### src/rtl/branch_sequencer.sv
// Program-flow sequencer: decodes instruction flow class, updates the PC and drives a
// return-stack RAM. Optional macro BSEQ_ERR_HALT_EN parks the FSM in a HALT state on stack errors.
module branch_sequencer #(
   parameter int unsigned ADDR_W = 14,
   parameter int unsigned DEPTH  = 8,
   parameter int unsigned SP_W   = 3
) (
   input  logic              clk,
   input  logic              rst,
   input  logic              instr_valid,
   output logic              instr_ready,
   input  logic [ADDR_W+2:0] instr,
   output logic [ADDR_W-1:0] pc,
   output logic              stk_we,
   output logic [SP_W-1:0]   stk_addr,
   output logic [ADDR_W-1:0] stk_wdata,
   input  logic [ADDR_W-1:0] stk_rdata,
   output logic [SP_W:0]     depth,
   output logic              ovf_err,
   output logic              udf_err,
   input  logic              err_clr
);

   localparam logic [2:0] ClsJmp  = 3'b001;
   localparam logic [2:0] ClsSkip = 3'b010;
   localparam logic [2:0] ClsCall = 3'b011;
   localparam logic [2:0] ClsRet  = 3'b100;

   localparam logic [ADDR_W-1:0] PcOne    = 1;
   localparam logic [ADDR_W-1:0] PcTwo    = 2;
   localparam logic [SP_W-1:0]   SpOne    = 1;
   localparam logic [SP_W:0]     DepOne   = 1;
   localparam logic [SP_W:0]     DepthFull = DEPTH[SP_W:0];

`ifdef BSEQ_ERR_HALT_EN
   typedef enum logic [1:0] {StIdle, StExec, StRdWait, StHalt} state_e;
`else
   typedef enum logic [1:0] {StIdle, StExec, StRdWait} state_e;
`endif

   state_e              state_q, state_d;
   logic [ADDR_W+2:0]   instr_q;
   logic                instr_ld;
   logic [ADDR_W-1:0]   pc_q, pc_d;
   logic [SP_W-1:0]     sp_q, sp_d;
   logic [SP_W:0]       depth_q, depth_d;
   logic                ovf_q, ovf_d, ovf_set;
   logic                udf_q, udf_d, udf_set;

   logic [2:0]          cls;
   logic [ADDR_W-1:0]   target;
   logic [ADDR_W-1:0]   pc_inc;

   assign cls    = instr_q[ADDR_W+2:ADDR_W];
   assign target = instr_q[ADDR_W-1:0];
   assign pc_inc = pc_q + PcOne;

   always_comb begin
      state_d     = state_q;
      pc_d        = pc_q;
      sp_d        = sp_q;
      depth_d     = depth_q;
      ovf_set     = 1'b0;
      udf_set     = 1'b0;
      instr_ld    = 1'b0;
      instr_ready = 1'b0;
      stk_we      = 1'b0;
      stk_addr    = '0;
      stk_wdata   = '0;

      unique case (state_q)
         StIdle: begin
            instr_ready = 1'b1;
            if (instr_valid) begin
               instr_ld = 1'b1;
               state_d  = StExec;
            end
         end

         StExec: begin
            state_d = StIdle;
            case (cls)
               ClsJmp:  pc_d = target;
               ClsSkip: pc_d = pc_q + PcTwo;
               ClsCall: begin
                  if (depth_q == DepthFull) begin
                     ovf_set = 1'b1;
`ifdef BSEQ_ERR_HALT_EN
                     state_d = StHalt;
`else
                     pc_d    = pc_inc;
`endif
                  end else begin
                     stk_we    = 1'b1;
                     stk_addr  = sp_q;
                     stk_wdata = pc_inc;
                     sp_d      = sp_q + SpOne;
                     depth_d   = depth_q + DepOne;
                     pc_d      = target;
                  end
               end
               ClsRet: begin
                  if (depth_q == '0) begin
                     udf_set = 1'b1;
`ifdef BSEQ_ERR_HALT_EN
                     state_d = StHalt;
`else
                     pc_d    = pc_inc;
`endif
                  end else begin
                     // Address goes out now; the RAM returns the entry during RDWAIT.
                     stk_addr = sp_q - SpOne;
                     state_d  = StRdWait;
                  end
               end
               default: pc_d = pc_inc;
            endcase
         end

         StRdWait: begin
            pc_d    = stk_rdata;
            sp_d    = sp_q - SpOne;
            depth_d = depth_q - DepOne;
            state_d = StIdle;
         end

`ifdef BSEQ_ERR_HALT_EN
         StHalt: begin
            if (err_clr) state_d = StIdle;
         end
`endif

         default: state_d = StIdle;
      endcase

      // A new error in the same cycle as err_clr keeps its flag set.
      ovf_d = (ovf_q & ~err_clr) | ovf_set;
      udf_d = (udf_q & ~err_clr) | udf_set;
   end

   always_ff @(posedge clk) begin
      if (rst) begin
         state_q <= StIdle;
         instr_q <= '0;
         pc_q    <= '0;
         sp_q    <= '0;
         depth_q <= '0;
         ovf_q   <= 1'b0;
         udf_q   <= 1'b0;
      end else begin
         state_q <= state_d;
         if (instr_ld) instr_q <= instr;
         pc_q    <= pc_d;
         sp_q    <= sp_d;
         depth_q <= depth_d;
         ovf_q   <= ovf_d;
         udf_q   <= udf_d;
      end
   end

   assign pc      = pc_q;
   assign depth   = depth_q;
   assign ovf_err = ovf_q;
   assign udf_err = udf_q;

endmodule

### config.mk
export PLATFORM = sky130hd
export DESIGN_NAME = branch_sequencer
export DESIGN_NICKNAME = d
export VERILOG_FILES = /design/src/rtl/branch_sequencer.sv
export SDC_FILE = /design/constraint.sdc
export NUM_CORES = 1
export LEC_CHECK = 0
export CAP_MARGIN = 20
export CORE_MARGIN = 8
export CORE_UTILIZATION = 44
export DETAILED_ROUTE_END_ITERATION = 16
export GPL_TIMING_DRIVEN = 1
export PLACE_DENSITY = 0.82
export SETUP_SLACK_MARGIN = 0.3
export SYNTH_ARGS = -nofsm -noshare
export SYNTH_HDL_FRONTEND = slang
export SYNTH_SLANG_ARGS = --single-unit
### constraint.sdc
create_clock -name clk -period 2.1 [get_ports clk]
set_input_delay 0.315 -clock clk [delete_from_list [all_inputs] [get_ports clk]]
set_output_delay 0.315 -clock clk [all_outputs]
set_load 0.005 [all_outputs]
---- Yosys cells after proc, flatten, opt, wreduce, memory -nomap -nowiden ----
Index checks and enable logic that the tools add are counted.
word-level totals
  logic and storage cells ................. 67
  input port bits ......................... 35
  register bits after elaboration ......... 42
  output and inout bits ................... 39
operators by class
  mux-type cells .......................... 33
  $add $sub $neg .......................... 6
  equal/unequal tests ..................... 11
  bitwise gates (word level) .............. 5
  reduce and logical (&&, ||, !) cells .... 5
operator list
  cell                                                                    number
  14-bit two-way mux                                                      5
  14-bit case mux with 4 select lines                                     1
  14-bit case mux with 2 select lines                                     1
  3-bit two-way mux                                                       5
  14-bit by 1-bit adder with 14-bit output (second input constant)        1
  14-bit by 2-bit adder with 14-bit output (second input constant)        1
  1-bit two-way mux                                                       12
  3-bit case mux with 2 select lines                                      2
  4-bit two-way mux                                                       2
  4-bit case mux with 2 select lines                                      1
  3-bit by 2-bit equality test with 1-bit output (second input constant)  2
  2-bit two-way mux                                                       3
  4-bit by 1-bit adder with 4-bit output (second input constant)          1
  4-bit equality test (second input constant)                             1
  4-bit zero test                                                         1
  2-bit != test (second input constant)                                   2
  2-bit case mux with 2 select lines                                      1
  4-bit by 1-bit subtractor with 4-bit output (second input constant)     1
  3-bit by 1-bit adder with 3-bit output (second input constant)          1
  3-bit by 1-bit equality test with 1-bit output (second input constant)  1
  3-bit equality test (second input constant)                             1
  3-bit != test (second input constant)                                   1
  3-bit AND reduction                                                     1
  3-bit by 1-bit subtractor with 3-bit output (second input constant)     1
  9 further kinds                                                         11

---- Depth between registers and ports, before layout ----
  word-level depth ........................ 5
  depth in mapped cells ................... 9
  depth with buffers taken out ............ 8

---- Least setup slack after synthesis ----
No wires, ideal clock.
  path type ............................... register to register
  start point ............................. reg state_q[0]
  end point ............................... reg depth_q[1], in the netlist depth[1]
  slack ................................... -97 ps
  clock period less this slack ............ 2197 ps
  arrival ................................. 2127 ps
  library setup time ...................... 70 ps
  stages on the path, launching flop included .. 9
  path through ............................ dfxtp_1 inv_1 ha_1 clkbuf_1 clkinv_1 clkbuf_1 fa_1 or2_2 a21oi_1
on the way
  word-level cells in the longest chain between the ends .. 3
  elaborated cells between the ends (all ways) .. 7
RTL lines
  what                                                                                     line  text
  start, declared                                                                          41    state_e state_q, state_d;
  start signal, assigned                                                                   143   state_q <= StIdle;
  start signal, assigned                                                                   151   state_q <= state_d;
  2-bit by 1-bit equality test with 1-bit output or 2-bit equality test (tied branches)    71    unique case (state_q)
  2-bit by 1-bit != test with 1-bit output (no source line), or another cell as far along  -
  3-bit AND reduction (no source line)                                                     -
  end signal, assigned                                                                     155   depth_q <= depth_d;
  end, declared                                                                            46    logic [SP_W:0] depth_q, depth_d;
Parallel ways exist; a longest one is shown, timed or not.
A chain may end at the register's enable or synchronous reset.

---- Final worst setup path ----
  start point ............................. reg pc_q[9], in the netlist pc[9]
  end point ............................... out stk_wdata[12]
on the way
  word-level cells in the longest chain between the ends .. 4
RTL lines
  what                                      line  text
  start, declared                           44    logic [ADDR_W-1:0] pc_q, pc_d;
  start signal, assigned                    153   pc_q <= pc_d;
  14-bit by 1-bit adder with 14-bit output  56    assign pc_inc = pc_q + PcOne;
  14-bit two-way mux                        86    if (depth_q == DepthFull) begin
  14-bit two-way mux                        82    case (cls)
  14-bit two-way mux                        71
  end, declared                             16    output logic [ADDR_W-1:0] stk_wdata,
Every way passes these cells.

==> impl_summary.md <==
Clock network
Counting every sink on the clock net gives 42. In this run the number of H-tree levels came out at 2. The clock latency at the later pin of the worst-skew pair is between 300 and 400 ps. The CTS clock-pin slew for the worst setup and hold paths is approximately 90 ps. The maximum buffer depth of the clock tree is 2. TritonCTS built the clock tree. The cell sitting at the root of the clock tree is a sky130_fd_sc_hd__clkbuf_8. The CTS buffer count is 5. The number of buffers added to fix hold violations after cts is 0.

Layout
Fill cells in the final layout number 341. The multi-input combinational cells in the finished layout cover a total of about 2300 sq um. Once layout is complete, the cells apart from fillers number ~590. The most common cell after layout, fill and taps aside is sky130_fd_sc_hd__buf_4.

The number of nets in the finished design is 562. In the final layout, the share of cells above drive strength 1 is 48.2%. The count of inserted antenna diode cells is 0. The library cells used most frequently in the layout, excluding fill and tap cells, are sky130_fd_sc_hd__buf_4, sky130_fd_sc_hd__clkdlybuf4s50_1, sky130_fd_sc_hd__nand2_1. The area growth from synthesis to layout is 85.5%. In the final layout, flip-flops and latches occupy 885 sq um.

Die
74 I/O pins were placed. The row count is 29. The region available for standard cell placement spans about 6200 sq um. The die covers between 9000 and 10000 sq um. The die width is between 90 and 100 um. The die is approximately 95 um tall. The initial core utilization is 44.3%.

Yosys
A synthesized cell averages ~7.6 sq um. The sequential element share of the synthesized area is about 30%. The total standard cell area after synthesis is 2750 sq um. For this run, the number of Yosys warnings is 0. After synthesis, the share of flip-flops with an asynchronous set or reset is 0%. Counting flops with a built-in enable in the synthesized netlist gives 0. Synthesis produced a netlist with a net count of 405. The leading register cell type out of synthesis is sky130_fd_sc_hd__dfxtp_1. The synthesized netlist contains 62 unique library cells. The synthesized netlist cell count is 360. Synthesis inferred 42 register bits.

Critical path
The slowest stage of the critical path is the sky130_fd_sc_hd__dfxtp_2 cell. The logic depth of the worst register-to-register path is 6. The type of the setup path with the least slack is flip-flop to output pin. The worst setup slack for register-to-register paths is -30 ps. The critical path goes through nand4_1, nor4_4, xnor2_2, nor2_4, buf_2. The source of the critical timing path is pc[9]$_SDFFE_PP0P_.

STA classifies the critical path startpoint as a flip-flop. The delay of the slowest cell on the worst path is ~460 ps. The worst setup path is captured at an output pin. In this run the critical register-to-register path is launched from pc[9]$_SDFFE_PP0P_. Along the worst path, the maximum fanout reaches 7. In this run the critical register-to-register path is captured at pc[12]$_SDFFE_PP0P_. The critical path ends at stk_wdata[12]. At the worst endpoint, the arrival time is roughly 2000 ps. The required time reported for the critical path endpoint is roughly 1800 ps.

GRT
The initial antenna violation count is 0. In the global route stage, overall resource usage came out at around a quarter. The first global-routing pass estimated between 15 and 20 mm of wire. The maximum number of pins on one net before global-route repair is 38. After global routing the overflow that remains totals 0.

The number of global-route vias before repair is roughly 3500.

Routing
The count of nets left with antenna violations once routing finished came out at 0. The detailed router finished its first iteration with between 300 and 400 violations. The first detailed-routing pass ran for 5 iterations.

Using the TritonRoute via totals, the vias-per-cell ratio works out to ~6.6. The post-route DRC violation count is 0. After detailed routing, the average wire length per cell comes to between 20 and 25 um.

The final routed wirelength across all metal layers is ~14 mm. The final route contains 3910 vias.

Timing
The hold violation total from the final report came to 0. The slew at the pin closest to its max-slew limit is roughly 670 ps. For the finished layout, the period the worst path requires is ~2300 ps. The tightest hold path in the finished design has a slack of roughly 470 ps. The final count of negative-setup-slack endpoints is 17. The setup slack after layout is -210 ps. For the final routed database, the setup TNS stands at -1060 ps.

The portion of the clock cycle consumed by the worst path in the final layout is 110%. Between clock sinks in the finished design, the worst skew comes to 9.89 ps. Static timing analysis puts the maximum clock frequency at about 430 MHz. Setup repair after global routing could not meet its margin everywhere. In this run the tightest slew margin relative to its limit is 55.1%. The max-slew violation count is 0.

Placement
The detailed placement HPWL is 7.13 mm. The count of placed standard cells including taps is 537. During placement, the flow inserted port buffers numbering 73. The congestion estimate from routability-driven global placement came to between 0.9 and 1.

Power and ir drop
The worst-case IR drop observed on VDD is about 0.33 mV. Dividing total power by cell area gives a power density of approximately 400 nW/um^2. For this design the static power due to leakage is between 1.5 and 2 nW. Total power for the finished layout comes to 0.00205 W.

Job
The tool flagged a number of max-cap violations equal to 0.

Hold path
The path class of the tightest hold or removal check is flip-flop to flip-flop.

Outcome
The final reports fail on setup timing. The run finished, with violations left.
## how the worst min path moves through the flow
| stage | start | to | slack (ps) | cells after the start |
|---|---|---|---|---|
| detailed placement | instr_q[5]$_SDFFE_PP0P_ | instr_q[5]$_SDFFE_PP0P_ | 450 | 2 |
| CTS | instr_q[5]$_SDFFE_PP0P_ | instr_q[5]$_SDFFE_PP0P_ | 460 | 2 |
| finish | instr_q[11]$_SDFFE_PP0P_ | instr_q[11]$_SDFFE_PP0P_ | 470 | 2 |
| global route | instr_q[11]$_SDFFE_PP0P_ | instr_q[11]$_SDFFE_PP0P_ | 480 | 2 |
| floorplan | instr_q[4]$_SDFFE_PP0P_ | instr_q[4]$_SDFFE_PP0P_ | 430 | 2 |
| global placement | instr_q[1]$_SDFFE_PP0P_ | instr_q[1]$_SDFFE_PP0P_ | 440 | 2 |
## routing by layer
metal	GRT usage, %	share of wire (%)	wire length, um	vias up
li1	-	-	-	1610
met1	29.3	34	4960	1832
met2	45.2	48	6940	340
met3	5.20	10	1490	128
met4	15.0	7.4	1070	0
met5	0	0	0	-
## through the flow
step / worst slack (ps) / utilization, % / area [sq um]
4_1_cts: -42.9 / 74.4 / 4620
6_report: -210 / 82.2 / 5100
3_5_place_dp: -65.0 / 63.3 / 3930
3_3_place_gp: 11.5 / 63.3 / 3930
2_1_floorplan: 287 / - / 2800
5_1_grt: -207 / 82.2 / 5100
## final cells by class
class	instances	share of cell area (%)
multi-input cells	279	45.8
clock buffers	5	1.35
repair buffers	177	32.3
well taps	77	1.89
clock inverters	2	0.196
inverters	12	1.13
flip-flops and latches	42	17.3
## state kept, by name, indices dropped and copies added (netlist names)
signal,count
instr_q,17
udf_err,1
sp_q,3
pc,14
ovf_err,1
state_q,2
depth,4
## cell usage after synthesis (3+ instances only)
library cell,instances,share of area [%]
sky130_fd_sc_hd__nand2_1,50,6.8
sky130_fd_sc_hd__a22o_1,4,1.3
sky130_fd_sc_hd__nor2_1,40,5.5
sky130_fd_sc_hd__clkbuf_1,16,2.2
sky130_fd_sc_hd__and2_1,3,0.68
sky130_fd_sc_hd__o211a_1,5,1.8
sky130_fd_sc_hd__a32o_1,4,1.5
sky130_fd_sc_hd__ha_1,9,4.1
sky130_fd_sc_hd__o211ai_1,4,1.1
sky130_fd_sc_hd__nand2b_1,3,0.68
sky130_fd_sc_hd__inv_1,11,1.5
sky130_fd_sc_hd__buf_2,8,1.5
sky130_fd_sc_hd__o21ai_0,14,2.5
sky130_fd_sc_hd__nor4_1,5,1.1
sky130_fd_sc_hd__xor2_1,7,2.2
sky130_fd_sc_hd__dfxtp_1,42,31
sky130_fd_sc_hd__a221oi_1,6,1.9
sky130_fd_sc_hd__a211oi_1,3,0.82
sky130_fd_sc_hd__xnor2_1,15,4.8
sky130_fd_sc_hd__or2_2,4,0.91
sky130_fd_sc_hd__o22ai_1,3,0.68
sky130_fd_sc_hd__nand4_1,7,1.6
sky130_fd_sc_hd__nor3_1,12,2.2
sky130_fd_sc_hd__a21oi_1,31,5.6
sky130_fd_sc_hd__a31o_2,3,0.96
sky130_fd_sc_hd__nand3_1,7,1.3
## worst max-delay path, delay by kind of cell (launching register included)
kind	cells	cell delay [ps]
simple gates	3	890
xor+xnor	1	200
flops	1	460
buf+inv	1	130
## report_power, final
part,switching [W],leakage (nW),internal [W]
logic,0.000325,1.58,0.000321
clock network,0.000305,0.0438,0.000224
registers,0.0000404,0.353,0.000830
## timing repair
item / in CTS / in global routing
pin swaps: 45 / 34
buffers inserted: 34 / 13
gates resized for setup: 184 / 79
endpoints found under the setup margin: 32 / 40
gates cloned: 2 / 1
## cell families after synthesis
logic type	count (synthesis)	synth area share, %
simple gates	145	25.7
compound gates	100	25.4
flops	42	30.6
buf+inv	39	5.74
xor+xnor	22	7.01
fa+ha+maj	10	4.82
mux	2	0.774
Note: power is estimated with default switching activity, not from simulation.
